## src/rtl/mem_arbiter.sv

```systemverilog
// mem_arbiter
//   Shares one block-level data memory between the instruction cache
//   (read-only) and the data cache (read/write). Misses are served one at a
//   time with round-robin fairness, and a watchdog aborts a memory
//   transaction that never completes.
//
// Ports
//   clk_i, rst_ni           : clock (rising edge), asynchronous active-low reset
//   i_read_i, i_address_i   : icache block read request / block address
//   i_readdata_o            : block returned to icache
//   i_busywait_o            : icache stall
//   d_read_i, d_write_i     : dcache block read / write-back request
//   d_address_i             : dcache block address
//   d_writedata_i           : dcache write-back block
//   d_readdata_o            : block returned to dcache
//   d_busywait_o            : dcache stall
//   mem_read_o, mem_write_o : registered memory strobes
//   mem_address_o           : registered block address
//   mem_writedata_o         : registered write block
//   mem_readdata_i          : memory read block
//   mem_busywait_i          : memory busy
//   grant_o                 : one-hot {dcache, icache} owner, 00 when idle
//   timeout_err_o           : sticky watchdog flag
module mem_arbiter #(
   parameter int unsigned ADDR_WIDTH     = 28,
   parameter int unsigned BLOCK_WIDTH    = 128,
   parameter int unsigned TIMEOUT_CYCLES = 255,
   parameter bit          FIRST_PRIORITY = 1'b1
) (
   input  logic                   clk_i,
   input  logic                   rst_ni,
   input  logic                   i_read_i,
   input  logic [ADDR_WIDTH-1:0]  i_address_i,
   output logic [BLOCK_WIDTH-1:0] i_readdata_o,
   output logic                   i_busywait_o,
   input  logic                   d_read_i,
   input  logic                   d_write_i,
   input  logic [ADDR_WIDTH-1:0]  d_address_i,
   input  logic [BLOCK_WIDTH-1:0] d_writedata_i,
   output logic [BLOCK_WIDTH-1:0] d_readdata_o,
   output logic                   d_busywait_o,
   output logic                   mem_read_o,
   output logic                   mem_write_o,
   output logic [ADDR_WIDTH-1:0]  mem_address_o,
   output logic [BLOCK_WIDTH-1:0] mem_writedata_o,
   input  logic [BLOCK_WIDTH-1:0] mem_readdata_i,
   input  logic                   mem_busywait_i,
   output logic [1:0]             grant_o,
   output logic                   timeout_err_o
);

   typedef enum logic [1:0] {
      ST_IDLE    = 2'd0,
      ST_SERVE_I = 2'd1,
      ST_SERVE_D = 2'd2
   } state_t;

   // Watchdog value at which the current edge is the last one allowed.
   localparam logic [7:0] WD_LAST = 8'(TIMEOUT_CYCLES - 1);

   state_t                 state_q;
   logic                   seen_busy_q;
   logic [7:0]             watchdog_q;
   logic                   last_grant_q;   // 1 = dcache was granted last
   logic [1:0]             grant_q;
   logic                   mem_read_q;
   logic                   mem_write_q;
   logic [ADDR_WIDTH-1:0]  mem_address_q;
   logic [BLOCK_WIDTH-1:0] mem_writedata_q;
   logic [BLOCK_WIDTH-1:0] hold_i_q;
   logic [BLOCK_WIDTH-1:0] hold_d_q;
   logic                   timeout_err_q;

   logic serving;
   logic done;
   logic abort;
   logic finish;
   logic i_pend;
   logic d_pend;
   logic pick_d;

   assign serving = (state_q != ST_IDLE);
   // Memory must have been seen busy before a low busywait means completion;
   // otherwise the cycle right after the strobe would look like a finish.
   assign done    = serving & seen_busy_q & ~mem_busywait_i;
   assign abort   = serving & (watchdog_q == WD_LAST) & ~done;
   assign finish  = done | abort;

   assign i_pend  = i_read_i;
   assign d_pend  = d_read_i | d_write_i;
   // On contention the requester that was not granted last wins.
   assign pick_d  = d_pend & (~i_pend | ~last_grant_q);

   always_ff @(posedge clk_i or negedge rst_ni) begin
      if (!rst_ni) begin
         state_q         <= ST_IDLE;
         seen_busy_q     <= 1'b0;
         watchdog_q      <= '0;
         last_grant_q    <= ~FIRST_PRIORITY;
         grant_q         <= 2'b00;
         mem_read_q      <= 1'b0;
         mem_write_q     <= 1'b0;
         mem_address_q   <= '0;
         mem_writedata_q <= '0;
         hold_i_q        <= '0;
         hold_d_q        <= '0;
         timeout_err_q   <= 1'b0;
      end else begin
         case (state_q)
            ST_IDLE: begin
               if (pick_d) begin
                  // A simultaneous read is dropped in favour of the write-back.
                  state_q         <= ST_SERVE_D;
                  grant_q         <= 2'b10;
                  last_grant_q    <= 1'b1;
                  mem_read_q      <= ~d_write_i;
                  mem_write_q     <= d_write_i;
                  mem_address_q   <= d_address_i;
                  mem_writedata_q <= d_writedata_i;
               end else if (i_pend) begin
                  state_q         <= ST_SERVE_I;
                  grant_q         <= 2'b01;
                  last_grant_q    <= 1'b0;
                  mem_read_q      <= 1'b1;
                  mem_write_q     <= 1'b0;
                  mem_address_q   <= i_address_i;
               end
            end
            ST_SERVE_I, ST_SERVE_D: begin
               if (finish) begin
                  state_q     <= ST_IDLE;
                  grant_q     <= 2'b00;
                  mem_read_q  <= 1'b0;
                  mem_write_q <= 1'b0;
                  seen_busy_q <= 1'b0;
                  watchdog_q  <= '0;
                  if (state_q == ST_SERVE_I) begin
                     hold_i_q <= done ? mem_readdata_i : '0;
                  end else begin
                     hold_d_q <= done ? mem_readdata_i : '0;
                  end
                  if (abort) begin
                     timeout_err_q <= 1'b1;
                  end
               end else begin
                  watchdog_q <= watchdog_q + 8'd1;
                  if (mem_busywait_i) begin
                     seen_busy_q <= 1'b1;
                  end
               end
            end
            default: state_q <= ST_IDLE;
         endcase
      end
   end

   // Owner sees memory data directly so it is valid in the finishing cycle.
   assign i_readdata_o    = grant_q[0] ? mem_readdata_i : hold_i_q;
   assign d_readdata_o    = grant_q[1] ? mem_readdata_i : hold_d_q;
   assign i_busywait_o    = i_pend & ~(grant_q[0] & finish);
   assign d_busywait_o    = d_pend & ~(grant_q[1] & finish);

   assign mem_read_o      = mem_read_q;
   assign mem_write_o     = mem_write_q;
   assign mem_address_o   = mem_address_q;
   assign mem_writedata_o = mem_writedata_q;
   assign grant_o         = grant_q;
   assign timeout_err_o   = timeout_err_q;

endmodule

```

## config.mk

```make
export PLATFORM = sky130hd
export DESIGN_NAME = mem_arbiter
export DESIGN_NICKNAME = d
export VERILOG_FILES = /design/src/rtl/mem_arbiter.sv
export SDC_FILE = /design/constraint.sdc
export NUM_CORES = 1
export LEC_CHECK = 0
export ABC_AREA = 1
export CAP_MARGIN = 20
export CORE_AREA = 2 2 290 292
export CTS_CLUSTER_DIAMETER = 30
export DETAILED_ROUTE_END_ITERATION = 6
export DIE_AREA = 0 0 292 294
export SYNTH_ARGS = -nofsm -noshare
export SYNTH_HDL_FRONTEND = slang
export SYNTH_SLANG_ARGS = --single-unit
export TNS_END_PERCENT = 100
```

## constraint.sdc

```tcl
create_clock -name clk_i -period 2.54 [get_ports clk_i]
set_input_delay 0.508 -clock clk_i [delete_from_list [all_inputs] [get_ports clk_i]]
set_output_delay 0.508 -clock clk_i [all_outputs]
set_load 0.02 [all_outputs]
```

==> summary.md <==
| Metric | Value |
|---|---|
| Clock Tree Buf Depth | `3` |
| CTS buffer count | `111` |
| Die outline height | `slightly below 300 um` |
| Largest net degree at the start of global routing | `135` |
| Critical setup path kind | `reg -> out` |
| Initial Util | `25.3%` |
| FMAX | `0.361 GHz` |
| Tcrit/Tclk final | `109%` |
| Hold violation count in the final report | `0` |
| Wire length per cell | `between 20 and 25 um` |
| Worst path top cell family by delay | `buffers and inverters` |
| Residual DRC | `0` |
| Slew Viols, Final | `0` |
| CTS tree | `built` |
| # setup viols final | `177` |
| Final min period | `2.77 ns` |
| Lkg Pwr | `17.3 nW` |
| Netlist Area Pre-Place | `0.0210 sq mm` |
| Yosys warns | `0` |
| Storage element area | `0.0107 sq mm` |
| Share of layout cells above drive strength 1 | `between 30% and 40%` |
| Crit path max fanout | `6` |
| Setup_tns | `-12.30 ns` |
| CP Launch Type | `flip-flop` |
| H-Tree Depth | `3` |
| Failing checks | `setup timing` |
| RePlAce Congestion | `around 0.86` |
| Crit path cell chain | `buf_4, buf_6, buf_12, buf_4, buf_8, mux2_2, buf_6` |
| Layout fillers | `8001` |
| Worst-margin pin slew | `roughly 0.80 ns` |
| Initial DRT Pass Iterations | `7` |
| DR vias/cell | `4.63` |
| Grt ovf | `0` |
| Core area | `around 0.083 sq mm` |
| Hold_sp | `d_writedata_i[41]` |
| Mapped Nets | `2553` |
| Vias in the first global route | `roughly 20000` |
| Footprint of the multi-input gates | `about 0.0092 sq mm` |
| Peak supply drop | `0.804 mV` |
| Final setup skew | `0.0315 ns` |
| RR Endpoint | `hold_d_q[120]` |
| Setup crit end kind | `output port` |
| Setup slack after layout | `-0.228 ns` |
| Row cnt | `approximately 110` |
| Mapped Cells | `between 2000 and 2500` |
| Worst-Skew Late Latency | `0.66 ns` |
| CTS root buf | `clkbuf_16` |
| FF-to-FF path depth | `12` |
| R2r startpoint | `state_q[1]` |
| Vias | `19900` |
| Slowest-stage cell, CP | `dfrtp_4` |
| Syn_area_per_cell | `between 9 and 10 sq um` |
| Hold Crit Class | `in -> reg` |
| First-pass GRT wire length | `128 mm` |
| 1st-iter DRT viols | `roughly 1200` |
| CP Data Arrival Time | `2.26 ns` |
| Antenna viol nets, final | `0` |
| DPL Wire Length | `58.2 mm` |
| Synth cell types | `31` |
| Worst relative slew slack | `46.9%` |
| Status | `finished with violations` |
| Initial antenna violation count | `7` |
| Buffers on Ports | `736` |
| Placed cell area | `0.0301 sq mm` |
| Clock slew at reported path FFs | `0.05 ns` |
| DIE WIDTH | `292 um` |
| Number of synthesized register bits | `429` |
| Final nets | `3439` |
| Worst hold path depth | `3` |
| Power Dens Cells | `about 1500 mW/mm^2` |
| Post-route cell area | `0.0353 sq mm` |
| Sequential share of the synthesized area | `51.2%` |
| Critical path buffers and inverters | `6` |
| Max Cap Viol | `0` |
| Die area | `roughly 0.086 sq mm` |
| DRT Wirelength | `87.4 mm` |
| Hold worst-path end | `mem_writedata_o[41]` |
| Crit path required time | `slightly above 2 ns` |
| Area Growth Syn to Fin | `68.3%` |
| CTS sink count | `~430` |
| Tot GR Track Use | `about a fifth` |
| RSZ-0062 raised after global routing | `yes` |
| Io pins | `737` |
| Slowest cell delay on critical path | `0.53 ns` |
| R2r setup slk | `0.58 ns` |
==> power by group <==
group          switching [mW]  total (mW)  internal (mW)
clock network            4.56        14.9           10.4
logic                    14.6        26.6           12.0
registers                1.79        11.7           9.87
==> metrics by stage <==
stage / hold slack [ns] / power, mW / cells / worst slack (ns) / util, %
3_5_place_dp: 0.455 / 36.4 / 3996 / -0.211 / 36.3
6_report: 0.388 / 53.2 / 4295 / -0.228 / 42.6
5_1_grt: 0.366 / 55.8 / 4292 / -0.301 / 42.6
2_1_floorplan: 0.212 / 24.6 / 2231 / 0.665 / -
4_1_cts: 0.334 / 51.3 / 4229 / -0.421 / 41.2
3_3_place_gp: 0.450 / 36.3 / 3996 / -0.255 / 36.3
==> what timing repair did <==
item,4_1_cts,5_1_grt
pin swaps,0,1
resized for setup,355,1026
hold endpoints to repair,40,0
hold buffers,1,0
setup endpoints to repair,259,253
setup buffers,20,68
cloned,4,8
==> area by class of cell <==
class,instances,area share [%]
antenna,3,0.0213
clock buffer,141,8.73
clock inverter,67,2.58
inverter,46,0.532
multi-input combinational,1576,26.1
sequential,429,30.4
tap,1080,3.83
timing repair buffer,953,27.8
==> worst max-delay path by stage <==
stage	from	end	depth (start not counted)
3_5_place_dp	mem_busywait_i	i_busywait_o	6
5_1_grt	grant_o[0]	i_readdata_o[33]	7
2_1_floorplan	grant_o[1]	d_readdata_o[100]	3
4_1_cts	grant_o[1]	d_readdata_o[10]	4
3_3_place_gp	mem_busywait_i	d_busywait_o	6
6_report	grant_o[0]	i_readdata_o[42]	7
==> cell families after synthesis <==
kind of cell,synth area share (%)
and+or+nand+nor,26.7
DFF,51.2
muxes,13.7
buffers and inverters,6.04
AOI/OAI and AO/OA,1.92
adders and majority gates,0.239
xor gates and xnor gates,0.125
==> worst reg2reg max path, stage by stage, from the launching register on <==
cell and delay [ns]:
dfrtp_1 0.38, inv_2 0.10, ha_4 0.16, inv_4 0.06, nand2_1 0.07, nor2_2 0.04, nand2_2 0.09, nand2_4 0.09
buf_4 0.17, nand3_4 0.09, buf_4 0.43, nand2_1 0.16, nand2_1 0.09
==> registers in the layout, summed over array words and instances (netlist names), 2 cells and up <==
signal / cells
grant_o: 2
hold_d_q: 128
hold_i_q: 128
mem_address_o: 28
mem_writedata_o: 128
state_q: 2
watchdog_q: 8
==> cell usage in the layout, fill, tap and decap left out, types with 35 or more instances in the layout <==
| cell type | Yosys | routed |
|---|---|---|
| mux2_2 | 256 | 212 |
| clkdlybuf4s50_1 | 0 | 475 |
| buf_2 | 99 | 35 |
| clkbuf_16 | 0 | 120 |
| mux2_4 | 0 | 44 |
| buf_4 | 2 | 117 |
| nand4_1 | 259 | 259 |
| dfrtp_1 | 429 | 427 |
| nand2_1 | 829 | 829 |
| inv_1 | 42 | 38 |
| buf_12 | 10 | 40 |
| nand2_2 | 102 | 102 |
| buf_6 | 15 | 195 |
| clkbuf_2 | 0 | 44 |
==> metal layers <==
layer	track usage [%]	routed length, um	vias to the layer above
met5	0	58	-
met4	10.1	4140	10
met3	6.36	7490	169
met2	32.4	41900	826
met1	22.6	33900	9579
li1	-	-	9319
==> synth_stat cells (all sizes together) <==
cell type / number / share of area (%)
nand2: 932 / 18
dfrtp: 429 / 51
nand4: 259 / 7.7
mux2: 256 / 14
buf: 134 / 4.4
clkbuf: 46 / 0.82
inv: 45 / 0.81
nor2: 37 / 0.67
o21ai: 36 / 0.88
o22ai: 29 / 0.87
nand3: 12 / 0.37
a21oi: 6 / 0.14
ha: 4 / 0.24
xor2: 2 / 0.084
clkinv: 1 / 0.018
nand3b: 1 / 0.036
o21bai: 1 / 0.036
xnor2: 1 / 0.042
No activity file was read; power rests on OpenSTA's default activity.
